==> src/rtl/keyboard_spacebar.sv <==
// PS/2 keyboard receiver: synchronizes and filters the raw lines, deframes
// 11-bit scan-code frames and tracks make/break state of a single watched key.
module keyboard_spacebar #(
    parameter int          FILTER_LEN     = 8,
    parameter int          TIMEOUT_CYCLES = 65000,
    parameter logic [7:0]  SPACE_CODE     = 8'h29
) (
    input  logic       clk,
    input  logic       rst,
    input  logic       ps2_clk,
    input  logic       ps2_data,
    output logic [7:0] key_code,
    output logic       key_valid,
    output logic       space_pressed,
    output logic       space_held,
    output logic       frame_err
);

    localparam int FCW = $clog2(FILTER_LEN + 1);

    typedef enum logic [1:0] {
        ST_IDLE   = 2'd0,
        ST_DATA   = 2'd1,
        ST_PARITY = 2'd2,
        ST_STOP   = 2'd3
    } state_t;

    // Odd parity holds when data bits plus parity bit contain an odd count of ones.
    function automatic logic odd_parity_ok(input logic [7:0] data, input logic par);
        return ^{data, par};
    endfunction

    logic           clk_s1_q, clk_s2_q, dat_s1_q, dat_s2_q;
    logic           filt_q, filt_d, filt_prev_q;
    logic [FCW-1:0] fcnt_q, fcnt_d;
    logic           fall_s;
    logic           timeout_s;
    state_t         state_q, state_d;
    logic [2:0]     bcnt_q, bcnt_d;
    logic [7:0]     shift_q, shift_d;
    logic           par_q, par_d;
    logic [16:0]    tcnt_q, tcnt_d;
    logic [7:0]     key_code_q, key_code_d;
    logic           key_valid_q, key_valid_d;
    logic           pressed_q, pressed_d;
    logic           held_q, held_d;
    logic           err_q, err_d;
    logic           brk_q, brk_d;
    logic           ext_q, ext_d;

    assign fall_s    = filt_prev_q & ~filt_q;
    assign timeout_s = (state_q != ST_IDLE) && !fall_s &&
                       (tcnt_q >= 17'(TIMEOUT_CYCLES - 1));

    // Glitch filter: the filtered clock follows only a level held for FILTER_LEN samples.
    always_comb begin
        filt_d = filt_q;
        fcnt_d = '0;
        if (clk_s2_q != filt_q) begin
            if (fcnt_q == FCW'(FILTER_LEN - 1)) begin
                filt_d = clk_s2_q;
                fcnt_d = '0;
            end else begin
                fcnt_d = fcnt_q + 1'b1;
            end
        end else begin
            fcnt_d = '0;
        end
    end

    // Frame FSM, timeout watchdog and make/break decoder next-state logic.
    always_comb begin
        state_d     = state_q;
        bcnt_d      = bcnt_q;
        shift_d     = shift_q;
        par_d       = par_q;
        tcnt_d      = tcnt_q;
        key_code_d  = key_code_q;
        key_valid_d = 1'b0;
        pressed_d   = 1'b0;
        held_d      = held_q;
        err_d       = 1'b0;
        brk_d       = brk_q;
        ext_d       = ext_q;

        if (state_q == ST_IDLE || fall_s) begin
            tcnt_d = 17'd0;
        end else begin
            tcnt_d = tcnt_q + 17'd1;
        end

        case (state_q)
            ST_IDLE: begin
                if (fall_s && !dat_s2_q) begin
                    state_d = ST_DATA;
                    bcnt_d  = 3'd0;
                    shift_d = 8'h00;
                end else begin
                    state_d = ST_IDLE;
                end
            end
            ST_DATA: begin
                if (fall_s) begin
                    shift_d = {dat_s2_q, shift_q[7:1]};
                    bcnt_d  = bcnt_q + 3'd1;
                    state_d = (bcnt_q == 3'd7) ? ST_PARITY : ST_DATA;
                end else begin
                    state_d = ST_DATA;
                end
            end
            ST_PARITY: begin
                if (fall_s) begin
                    par_d   = dat_s2_q;
                    state_d = ST_STOP;
                end else begin
                    state_d = ST_PARITY;
                end
            end
            ST_STOP: begin
                if (fall_s) begin
                    state_d = ST_IDLE;
                    if (dat_s2_q && odd_parity_ok(shift_q, par_q)) begin
                        key_code_d  = shift_q;
                        key_valid_d = 1'b1;
                        if (shift_q == 8'hF0) begin
                            brk_d = 1'b1;
                        end else if (shift_q == 8'hE0) begin
                            ext_d = 1'b1;
                        end else begin
                            // Typematic repeats of a held key must not pulse again.
                            if (shift_q == SPACE_CODE && !ext_q) begin
                                if (brk_q) begin
                                    held_d = 1'b0;
                                end else if (!held_q) begin
                                    held_d    = 1'b1;
                                    pressed_d = 1'b1;
                                end else begin
                                    held_d = held_q;
                                end
                            end else begin
                                held_d = held_q;
                            end
                            brk_d = 1'b0;
                            ext_d = 1'b0;
                        end
                    end else begin
                        err_d = 1'b1;
                        brk_d = 1'b0;
                        ext_d = 1'b0;
                    end
                end else begin
                    state_d = ST_STOP;
                end
            end
            default: begin
                state_d = ST_IDLE;
            end
        endcase

        if (timeout_s) begin
            state_d = ST_IDLE;
            tcnt_d  = 17'd0;
            err_d   = 1'b1;
            brk_d   = 1'b0;
            ext_d   = 1'b0;
        end else begin
            tcnt_d = tcnt_d;
        end
    end

    // State and output registers; synchronizers reset to the idle-high bus level.
    always_ff @(posedge clk or negedge rst) begin
        if (!rst) begin
            clk_s1_q    <= 1'b1;
            clk_s2_q    <= 1'b1;
            dat_s1_q    <= 1'b1;
            dat_s2_q    <= 1'b1;
            filt_q      <= 1'b1;
            filt_prev_q <= 1'b1;
            fcnt_q      <= '0;
            state_q     <= ST_IDLE;
            bcnt_q      <= 3'd0;
            shift_q     <= 8'h00;
            par_q       <= 1'b0;
            tcnt_q      <= 17'd0;
            key_code_q  <= 8'h00;
            key_valid_q <= 1'b0;
            pressed_q   <= 1'b0;
            held_q      <= 1'b0;
            err_q       <= 1'b0;
            brk_q       <= 1'b0;
            ext_q       <= 1'b0;
        end else begin
            clk_s1_q    <= ps2_clk;
            clk_s2_q    <= clk_s1_q;
            dat_s1_q    <= ps2_data;
            dat_s2_q    <= dat_s1_q;
            filt_q      <= filt_d;
            filt_prev_q <= filt_q;
            fcnt_q      <= fcnt_d;
            state_q     <= state_d;
            bcnt_q      <= bcnt_d;
            shift_q     <= shift_d;
            par_q       <= par_d;
            tcnt_q      <= tcnt_d;
            key_code_q  <= key_code_d;
            key_valid_q <= key_valid_d;
            pressed_q   <= pressed_d;
            held_q      <= held_d;
            err_q       <= err_d;
            brk_q       <= brk_d;
            ext_q       <= ext_d;
        end
    end

    assign key_code      = key_code_q;
    assign key_valid     = key_valid_q;
    assign space_pressed = pressed_q;
    assign space_held    = held_q;
    assign frame_err     = err_q;

endmodule

==> config.mk <==
export PLATFORM = sky130hd
export DESIGN_NAME = keyboard_spacebar
export DESIGN_NICKNAME = d
export VERILOG_FILES = /design/src/rtl/keyboard_spacebar.sv
export SDC_FILE = /design/constraint.sdc
export NUM_CORES = 1
export LEC_CHECK = 0
export BUFFER_PORTS_ARGS = -buffer_cell sky130_fd_sc_hd__buf_2
export CORE_MARGIN = 3
export CORE_UTILIZATION = 40
export DETAILED_ROUTE_END_ITERATION = 6
export PLACE_DENSITY = 0.61
export SYNTH_ARGS = -nofsm -noshare
export SYNTH_HDL_FRONTEND = slang
export SYNTH_SLANG_ARGS = --single-unit
==> constraint.sdc <==
create_clock -name clk -period 2.05 [get_ports clk]
set_input_delay 0.1025 -clock clk [delete_from_list [all_inputs] [get_ports clk]]
set_output_delay 0.1025 -clock clk [all_outputs]
set_load 0.005 [all_outputs]
==> results of run 1 <==
[sequential cells by signal (all words and copies together), names as in the netlist]
name	count
bcnt_q	3
filt_prev_q	1
state_q	2
shift_q	8
key_valid	1
space_held	1
brk_q	1
filt_q	1
dat_s1_q	1
ext_q	1
key_code	8
dat_s2_q	1
space_pressed	1
tcnt_q	17
clk_s2_q	1
frame_err	1
par_q	1
clk_s1_q	1
fcnt_q	4
[stage by stage]
stage	hold slack [ps]	util (%)	setup slack (ps)	cells
detailed placement	25.0	46.8	-90.2	324
floorplan	-193	-	126	230
finish	229	49.9	86.5	337
CTS	232	49.4	3.42	335
global route	254	49.9	-0.717	337
global placement	23.4	46.8	-2.38	324
[synthesized netlist by cell type (3+ instances only)]
library cell  instances
a21oi_1               9
and3_1                6
and4_1                3
clkbuf_1              7
dfrtp_1              49
dfstp_2               6
ha_1                  4
inv_1                13
mux2_2               10
nand2_1              14
nand3_1              17
nand4_1               5
nor2_1               27
nor2b_1               4
nor3_1               10
o21ai_0              12
xnor2_1              11
xor2_1               10
[cell usage in the layout (no fill, tap or decap), types with 2 or more instances in the layout]
cell | synthesis | layout
a21oi_1 | 9 | 9
and3_1 | 6 | 5
and4_1 | 3 | 3
buf_2 | 0 | 15
buf_4 | 0 | 16
clkbuf_8 | 0 | 6
dfrtp_1 | 49 | 49
dfstp_2 | 6 | 6
dlygate4sd3_1 | 0 | 3
ha_1 | 4 | 4
inv_1 | 13 | 13
mux2_2 | 10 | 10
nand2_1 | 14 | 14
nand3_1 | 17 | 17
nand4_1 | 5 | 5
nor2_1 | 27 | 27
nor2b_1 | 4 | 4
nor3_1 | 10 | 10
o21ai_0 | 12 | 11
o21ai_1 | 1 | 2
xnor2_1 | 11 | 10
xor2_1 | 10 | 10
[critical path, stage by stage, from the launching register on]
cell	delay [ps]
dfrtp_1	400
xor2_1	160
xnor3_1	470
xnor2_2	220
and3_4	260
mux2_2	330
[final cells by class]
class	instances	area [sq um]
Fill cell	510	2860
Clock inverter	2	35.0
Sequential cell	55	1380
Multi-Input combinational cell	155	981
Timing Repair Buffer	34	225
Tap cell	72	90.1
Clock buffer	6	82.6
Inverter	13	48.8
[path summary, 6_finish.rpt]
| path | slack (ps) | cells past startpoint | startpoint | to |
|---|---|---|---|---|
| worst max-delay path | 90 | 5 | shift_q[4] | key_code[1] |
| worst min-delay path | 230 | 2 | rst | tcnt_q[0] |
| worst max register to register | 90 | 5 | shift_q[4] | key_code[1] |
| worst min register to register | 360 | 0 | clk_s1_q | clk_s2_q |
| max in group asynchronous | 1180 | 3 | rst | dat_s2_q |
| min in group clk | 360 | 0 | clk_s1_q | clk_s2_q |
[cell families after synthesis]
| kind of cell | share of synthesized area [%] |
|---|---|
| XOR/XNOR | 8.49 |
| multiplexers | 5.04 |
| AND/OR/NAND/NOR | 18.0 |
| flip-flops | 56.9 |
| AO/OA/AOI/OAI | 5.76 |
| other | 0.154 |
| adder cells (fa/ha/maj) | 2.06 |
| buffers and inverters | 3.55 |
[per-layer routing]
layer / vias to the layer above / GRT usage [%] / wire, um
li1: 840 / - / -
met1: 784 / 17.8 / 2160
met2: 14 / 21.1 / 1990
met3: 4 / 2.67 / 85
met4: 0 / 3.36 / 44
met5: - / 0 / 0
[power groups by stage]
stage | Combinational (mW) | Clock, mW | Sequential [mW]
floorplan | 0.299 | 0 | 1.27
global placement | 0.428 | 0 | 1.30
detailed placement | 0.432 | 0 | 1.30
CTS | 0.438 | 0.766 | 1.28
global route | 0.520 | 0.796 | 1.30
finish | 0.446 | 0.730 | 1.28
[repair_timing]
action,in CTS,in global routing
hold endpoints to repair,15,0
gates cloned,0,1
hold buffers,3,0
setup endpoints to repair,8,11
buffers inserted,0,1
resized for setup,1,3
==> run metrics, run 1 <==
diode count 0; total number of placement rows 27; critical path class register to register; share of Yosys cell area claimed by the top area cell type 50.4%; routed length per placed instance 12.7 um; chip height 84.0 um; clock transition at the registers of the reported paths 100 ps; routed vias/inst 4.87; fraction of final layout cells with drive strength greater than 1 22.6%; Most used DFF post-synth dfrtp_1; power per cell area 864 nW/um^2; sequential element share of the synthesized area 56.9%; maximum capacitance violations 0; num ports 16; Total Routed Length 4280 um; cell area after synthesis 2430 sq um; switching part of the total 27.9%; top post-synthesis cells by area dfrtp_1 50%, dfstp_2 6.5%, mux2_2 4.6%, nor2_1 4.2%, xnor2_1 4.0%; Relative slew margins 37.6%; post-synthesis cell count 230; clock latency at the later pin of the worst-skew pair 300 ps; required time of the critical path 2230 ps; CTS H-Tree Depth 2; initial core utilization 42.6%; via count of the first global-routing pass 1658; number of nets in the layout 272; starting DRC count in detailed routing 64; kind of capture point of the worst setup path register; Slew Viols, Final 0; global-route wire length before repair 7670 um; fmax 0.509 GHz; mean instance size in the synthesized netlist 10.6 sq um; number of enable-type register cells in the synthesized netlist 0; total DRC errors in the routed layout 0; Finish-stage setup viols 0; Critical Path Fanout Max 5; skew final 12.3 ps; number of buffers added by the clock tree synthesis step 5; Detail Route Antenna Nets 0; class of the tightest hold or removal check input pin to async pin; die area 7050 sq um; finished layout cell area 2850 sq um; number of hold violations in the final report 0; GRT Residual Overflow 0; leak pwr 1.35 nW; clock period minus worst slack 1960 ps; period utilization 95.8%; RD Place Congestion 0.771; sequential group share of total power 52.2%; post-placement cell area 2670 sq um; TritonCTS clock tree done; largest area contributor in the synthesized netlist dfrtp_1; buffer levels on the longest clock path 2; area of the core region 5710 sq um; net switching component of the power 0.686 mW; detailed-router iteration count before antenna repair 4; post-synthesis cell type count 31; clock network power share 29.7%; Logic pwr share 18.2%; cell-internal power 1.77 mW; endpoint arrival time on the critical path 2150 ps; PnR Total Power 2.46 mW; Seq cells post-synth 55; width of the die 84.0 um; number of clock sinks 55; Max IR drop VDD 525 uV; initial antenna violation count 0; Total Routing Usage GR 13.0%; status complete, no violations; number of input and output port buffers inserted 15; DP Wirelength 2980 um; transition time at the pin with the least slew margin 930 ps; share of synthesized flip-flops with an asynchronous set or reset 100%; kind of launch point of the worst setup path register; total via count in the routed design 1642; sum of negative setup slack 0 ps; total number of yosys warnings 0; cell at the root of the clock tree clkbuf_8; post-synth net total 238; synthesis-to-layout area growth 17.1%; pin count of the biggest net entering global routing 22
Note: power is estimated with default switching activity, not from simulation.
==> run 2: changes to the inputs <==
--- a/config.mk
+++ b/config.mk
@@ -8,6 +8,7 @@
 export BUFFER_PORTS_ARGS = -buffer_cell sky130_fd_sc_hd__buf_2
 export CORE_MARGIN = 3
 export CORE_UTILIZATION = 40
+export CTS_BUF_LIST = sky130_fd_sc_hd__clkbuf_16
 export DETAILED_ROUTE_END_ITERATION = 6
 export PLACE_DENSITY = 0.61
 export SYNTH_ARGS = -nofsm -noshare
==> run 2 against run 1 <==
  * Global-route usage grew 0.46 points
  * Design area grew 1.1%
  * Worst setup slack gained 26 ps
  * Utilization grew 0.55 points
  * Clock skew shrank 3.0 ps
  * Routed wire length shrank 1.2%
  * Die area is the same
  * Sequential power is essentially flat
  * Maximum frequency grew 1.3%
  * Largest power group unchanged
==> run metrics, run 2 (synthesis gave the netlist of run 1 again) <==
via count of the first global-routing pass 1653 (was 1658); post-route core utilization 50.4% (was 49.9%); dpl cells 324 (unchanged); critical path class register to register (unchanged); total via count in the routed design 1660 (was 1642); RD Place Congestion 0.771 (unchanged); cell at the root of the clock tree clkbuf_16 (was clkbuf_8); chip height 84.0 um (unchanged); total number of placement rows 27 (unchanged); Slew Viols, Final 0 (unchanged); GRT Residual Overflow 0 (unchanged); diode count 0 (unchanged); fmax 0.516 GHz (was 0.509 GHz); skew final 9.30 ps (was 12.3 ps); endpoint arrival time on the critical path 2110 ps (was 2150 ps); startpoint of the most critical register-to-register path shift_q[4] (unchanged); CTS H-Tree Depth 2 (unchanged); period utilization 94.5% (was 95.8%); Detail Route Antenna Nets 0 (unchanged); transition time at the pin with the least slew margin 928 ps (was 930 ps); power per cell area 922 nW/um^2 (was 864 nW/um^2); clock period minus worst slack 1940 ps (was 1960 ps); synthesis-to-layout area growth 18.4% (was 17.1%); Worst R2R Setup Slack 110 ps (was 90 ps); maximum capacitance violations 0 (unchanged); fraction of final layout cells with drive strength greater than 1 21.6% (was 22.6%); global-route wire length before repair 7730 um (was 7670 um); Finish-stage setup viols 0 (unchanged); number of buffers added by the clock tree synthesis step 5 (unchanged); ordered list of cells on the worst path xor2_1 -> xnor3_1 -> xnor2_1 -> and3_4 -> mux2_2 (was xor2_1 -> xnor3_1 -> xnor2_2 -> and3_4 -> mux2_2); Total Routing Usage GR 13.5% (was 13.0%); longest individual stage delay on the worst path 440 ps (was 470 ps); initial antenna violation count 0 (unchanged); area of the core region 5710 sq um (unchanged); total DRC errors in the routed layout 0 (unchanged); class of the tightest hold or removal check input pin to async pin (unchanged); kind of launch point of the worst setup path register (unchanged); detailed-router iteration count before antenna repair 4 (unchanged); routed length per placed instance 12.6 um (was 12.7 um); number of input and output port buffers inserted 15 (unchanged); starting DRC count in detailed routing 65 (was 64); buffer levels on the longest clock path 2 (unchanged); setup repair after global routing missed its margin no; clock latency at the later pin of the worst-skew pair 290 ps (was 300 ps); crit path launch shift_q[4] (unchanged); width of the die 84.0 um (unchanged); Relative slew margins 37.8% (was 37.6%); die area 7050 sq um (unchanged); num ports 16 (unchanged); Max IR drop VDD 527 uV (was 525 uV); status complete, no violations (unchanged); initial core utilization 42.6% (unchanged); cell with the largest stage delay on the worst path xnor3_1 (unchanged); number of cells on the worst reg-to-reg path 5 (unchanged); number of hold violations in the final report 0 (unchanged); TritonCTS clock tree done (unchanged); pin count of the biggest net entering global routing 22 (unchanged); number of clock sinks 55 (unchanged); Critical Path Fanout Max 9 (was 5); clock transition at the registers of the reported paths 70 ps (was 100 ps); number of nets in the layout 271 (was 272); most frequent standard cell in the layout excluding fill and tap cells dfrtp_1 (unchanged); Total Routed Length 4230 um (was 4280 um); required time of the critical path 2220 ps (was 2230 ps); leak pwr 1.36 nW (was 1.35 nW); kind of capture point of the worst setup path register (unchanged); flip-flop count of the largest register, all copies and words added 17 (unchanged); non-filler instance count after layout 336 (was 337); routed vias/inst 4.94 (was 4.87); FF-to-FF End key_code[1] (unchanged); commonest cells after routing, fill and taps aside 49 x dfrtp_1, 27 x nor2_1, 17 x nand3_1 (unchanged); largest register by flop count tcnt_q (unchanged); DP Wirelength 2980 um (unchanged)
[run 2: changes by cell type in the layout (fill, tap and decap cells not counted)]
cell       before  now
xnor2_2         1    0
clkbuf_16       0    5
xnor2_1        10   11
clkinv_1        0    1
clkbuf_8        6    0
and3_2          1    0
[run 2: timing repair]
item | CTS | global route
gates cloned | 0 | 0
gates resized for setup | 1 | 2
endpoints found under the setup margin | 8 | 11
pin swaps | 0 | 1
setup buffers | 0 | 1
hold buffers | 3 | 0
hold endpoints to repair | 15 | 0
[run 2: worst max-delay path by stage]
stage,cells after the start,slack (ps),endpoint
2_1_floorplan,6,130,key_code[0]
3_3_place_gp,5,-2,key_code[4]
3_5_place_dp,5,-90,key_code[6]
4_1_cts,5,10,key_code[1]
5_1_grt,5,20,key_code[1]
6_report,5,110,key_code[1]
[run 2: cell type report]
cell class / count / area (sq um)
multi-input cells: 154 / 966
fillers: 506 / 2830
well taps: 72 / 90.1
clock buffers: 5 / 125
flip-flops and latches: 55 / 1380
inverters: 13 / 48.8
repair buffers: 34 / 225
clock inverters: 3 / 38.8
[run 2: worst max-delay path: cells and delay by family (launching register included)]
family        cells  cell delay [ps]
mux               1              340
simple gates      1              290
xor+xnor          3              790
flops             1              390
[run 2: metal layers]
metal	vias to the layer above	global-route usage (%)	routed length [um]
met2	14	21.3	2000
met3	7	2.96	113
met4	0	5.26	74
met1	801	18.0	2050
met5	-	0	0
li1	838	-	-
[run 2: power by group]
group	internal, mW	leakage [nW]	switching (mW)
registers	1.19	0.740	0.0945
logic	0.181	0.540	0.252
clock network	0.570	0.0812	0.365
total	1.94	1.36	0.711
[run 2: through the flow]
stage | TNS, ps | cell area (sq um) | total power, mW | hold slack, ps | setup WS, ps
after floorplan | 0 | 2430 | 1.56 | -193 | 126
after global placement | -13.6 | 2670 | 1.73 | 23.4 | -2.38
after detailed placement | -675 | 2670 | 1.74 | 25.0 | -90.2
after CTS | 0 | 2870 | 2.69 | 250 | 12.6
after global routing | 0 | 2880 | 2.81 | 277 | 16.1
final | 0 | 2880 | 2.65 | 243 | 113
==> run 3: changes to the inputs <==
--- a/config.mk
+++ b/config.mk
@@ -10,7 +10,6 @@
 export CORE_UTILIZATION = 40
 export CTS_BUF_LIST = sky130_fd_sc_hd__clkbuf_16
 export DETAILED_ROUTE_END_ITERATION = 6
-export PLACE_DENSITY = 0.61
 export SYNTH_ARGS = -nofsm -noshare
 export SYNTH_HDL_FRONTEND = slang
 export SYNTH_SLANG_ARGS = --single-unit
==> constraint.sdc (replaced) <==
create_clock -name clk -period 2.05 [get_ports clk]
set_input_delay 0.1025 -clock clk [delete_from_list [all_inputs] [get_ports clk]]
set_output_delay 0.1025 -clock clk [all_outputs]
set_load 0.02 [all_outputs]
==> run 3 against run 2 <==
  * Routed wire length down 0.33%
  * Global-route usage shrank 0.18 points
  * Sequential share of layout area fell by 0.13 points
  * Design area grew 0.26%
  * First-iteration DRC count grew 100%
  * Die area unchanged
==> run metrics, run 3 (synthesis gave the netlist of run 1 again) <==
via count of the first global-routing pass 1600 (was 1653); critical path class register to register (unchanged); area of the core region 5710 sq um (unchanged); leak pwr 1.36 nW (about the same); routed length per placed instance 12.5 um (was 12.6 um); total DRC errors in the routed layout 0 (unchanged); DP Wirelength 2890 um (was 2980 um); number of buffers added by the clock tree synthesis step 5 (unchanged); clock period minus worst slack 1950 ps (was 1940 ps); longest individual stage delay on the worst path 470 ps (was 440 ps); TritonCTS clock tree done (unchanged); cell at the root of the clock tree clkbuf_16 (unchanged); Slew Viols, Final 0 (unchanged); pin count of the biggest net entering global routing 34 (was 22); kind of launch point of the worst setup path register (unchanged); cell with the largest stage delay on the worst path xnor3_1 (unchanged); dpl cells 325 (was 324); power per cell area 893 nW/um^2 (was 922 nW/um^2); flip-flop count of the largest register, all copies and words added 17 (unchanged); global-route wire length before repair 7550 um (was 7730 um); total via count in the routed design 1623 (was 1660); detailed-router iteration count before antenna repair 4 (unchanged); routed vias/inst 4.83 (was 4.94); number of input and output port buffers inserted 15 (unchanged); required time of the critical path 2230 ps (was 2220 ps); class of the tightest hold or removal check input pin to async pin (unchanged); CTS H-Tree Depth 2 (unchanged); chip height 84.0 um (unchanged); period utilization 95.1% (was 94.5%); kind of capture point of the worst setup path register (unchanged); combined buffer and inverter count along the critical path 0 (unchanged); finished layout cell area 2890 sq um (was 2880 sq um); diode count 0 (unchanged); GRT Residual Overflow 0 (unchanged); initial antenna violation count 0 (unchanged); Top Family by Delay on Critical Path XOR/XNOR gates (unchanged); number of nets in the layout 271 (unchanged); commonest cells after routing, fill and taps aside 49 x dfrtp_1, 27 x nor2_1, 17 x nand3_1 (unchanged); Total Routed Length 4220 um (was 4230 um); initial core utilization 42.6% (unchanged); status complete, no violations (unchanged); PnR Total Power 2.58 mW (was 2.65 mW); final setup slack of the worst path 100 ps (was 113 ps); fmax 0.513 GHz (was 0.516 GHz); skew final 4.12 ps (was 9.30 ps); smallest hold slack 324 ps (was 243 ps); setup repair after global routing missed its margin no (unchanged); die area 7050 sq um (unchanged); worst setup slack before clock tree synthesis -86.8 ps (was -90.2 ps); Filler Cells Inserted 495 (was 506); Relative slew margins 34.9% (was 37.8%); synthesis-to-layout area growth 18.7% (was 18.4%); Total Routing Usage GR 13.3% (was 13.5%); clock transition at the registers of the reported paths 70 ps (about the same); post-placement cell area 2690 sq um (was 2670 sq um); Critical Path Fanout Max 9 (unchanged); num ports 16 (unchanged); number of clock sinks 55 (unchanged); most frequent standard cell in the layout excluding fill and tap cells dfrtp_1 (unchanged); width of the die 84.0 um (unchanged); clock latency at the later pin of the worst-skew pair 290 ps (about the same); RD Place Congestion 0.793 (was 0.771); total number of placement rows 27 (unchanged); Detail Route Antenna Nets 0 (unchanged); largest register by flop count tcnt_q (unchanged); fraction of final layout cells with drive strength greater than 1 22.7% (was 21.6%); maximum capacitance violations 0 (unchanged); non-filler instance count after layout 336 (unchanged); Max IR drop VDD 435 uV (was 527 uV); transition time at the pin with the least slew margin 971 ps (was 928 ps); number of hold violations in the final report 0 (unchanged); Finish-stage setup viols 0 (unchanged); buffer levels on the longest clock path 2 (unchanged); ordered list of cells on the worst path xor2_1 -> xnor3_1 -> xnor2_2 -> and3_4 -> mux2_2 (was xor2_1 -> xnor3_1 -> xnor2_1 -> and3_4 -> mux2_2); endpoint arrival time on the critical path 2130 ps (was 2110 ps); starting DRC count in detailed routing 130 (was 65)
## run 3: layout make-up
type	instances	area, sq um	area share (%)
clock buffers	5	125	4.34
inverters	13	48.8	1.69
well taps	72	90.1	3.12
repair buffers	34	238	8.24
clock inverters	3	20.0	0.694
flip-flops and latches	55	1380	48.0
multi-input cells	154	980	34.0
## run 3: worst reg2reg max path, stage by stage, from the launching register on
cell	delay (ps)
dfrtp_1	390
xor2_1	170
xnor3_1	470
xnor2_2	190
and3_4	280
mux2_2	350
## run 3: worst paths after layout
| kind | start | to | slack [ps] | cells past startpoint |
|---|---|---|---|---|
| min reg2reg | clk_s1_q | clk_s2_q | 360 | 0 |
| max in group asynchronous | rst | dat_s1_q | 1110 | 3 |
| max reg2reg | shift_q[4] | key_code[1] | 100 | 5 |
| min in group clk | clk_s1_q | clk_s2_q | 360 | 0 |
| min | rst | fcnt_q[2] | 320 | 2 |
| max | shift_q[4] | key_code[1] | 100 | 5 |
## run 3: where the power goes
part / internal, mW / switching (mW)
Sequential: 1.19 / 0.0891
Clock: 0.451 / 0.380
Combinational: 0.199 / 0.267
## run 3: repair_timing
action	4_1_cts	5_1_grt
hold buffers	3	0
hold endpoints to repair	22	0
endpoints found under the setup margin	8	11
buffers inserted	0	0
resized for setup	2	3
## run 3: stage by stage
stage	utilization (%)	TNS, ps
detailed placement	47.1	-654
CTS	50.3	0
finish	50.5	0
global placement	47.1	-125
floorplan	-	0
global route	50.5	0
## run 3: metal layers
layer	global-route usage (%)	wire [um]	share of wire [%]
met4	4.82	44	1.0
met1	18.1	2150	51
met5	0	0	0
met2	20.4	1920	46
met3	3.46	102	2.4
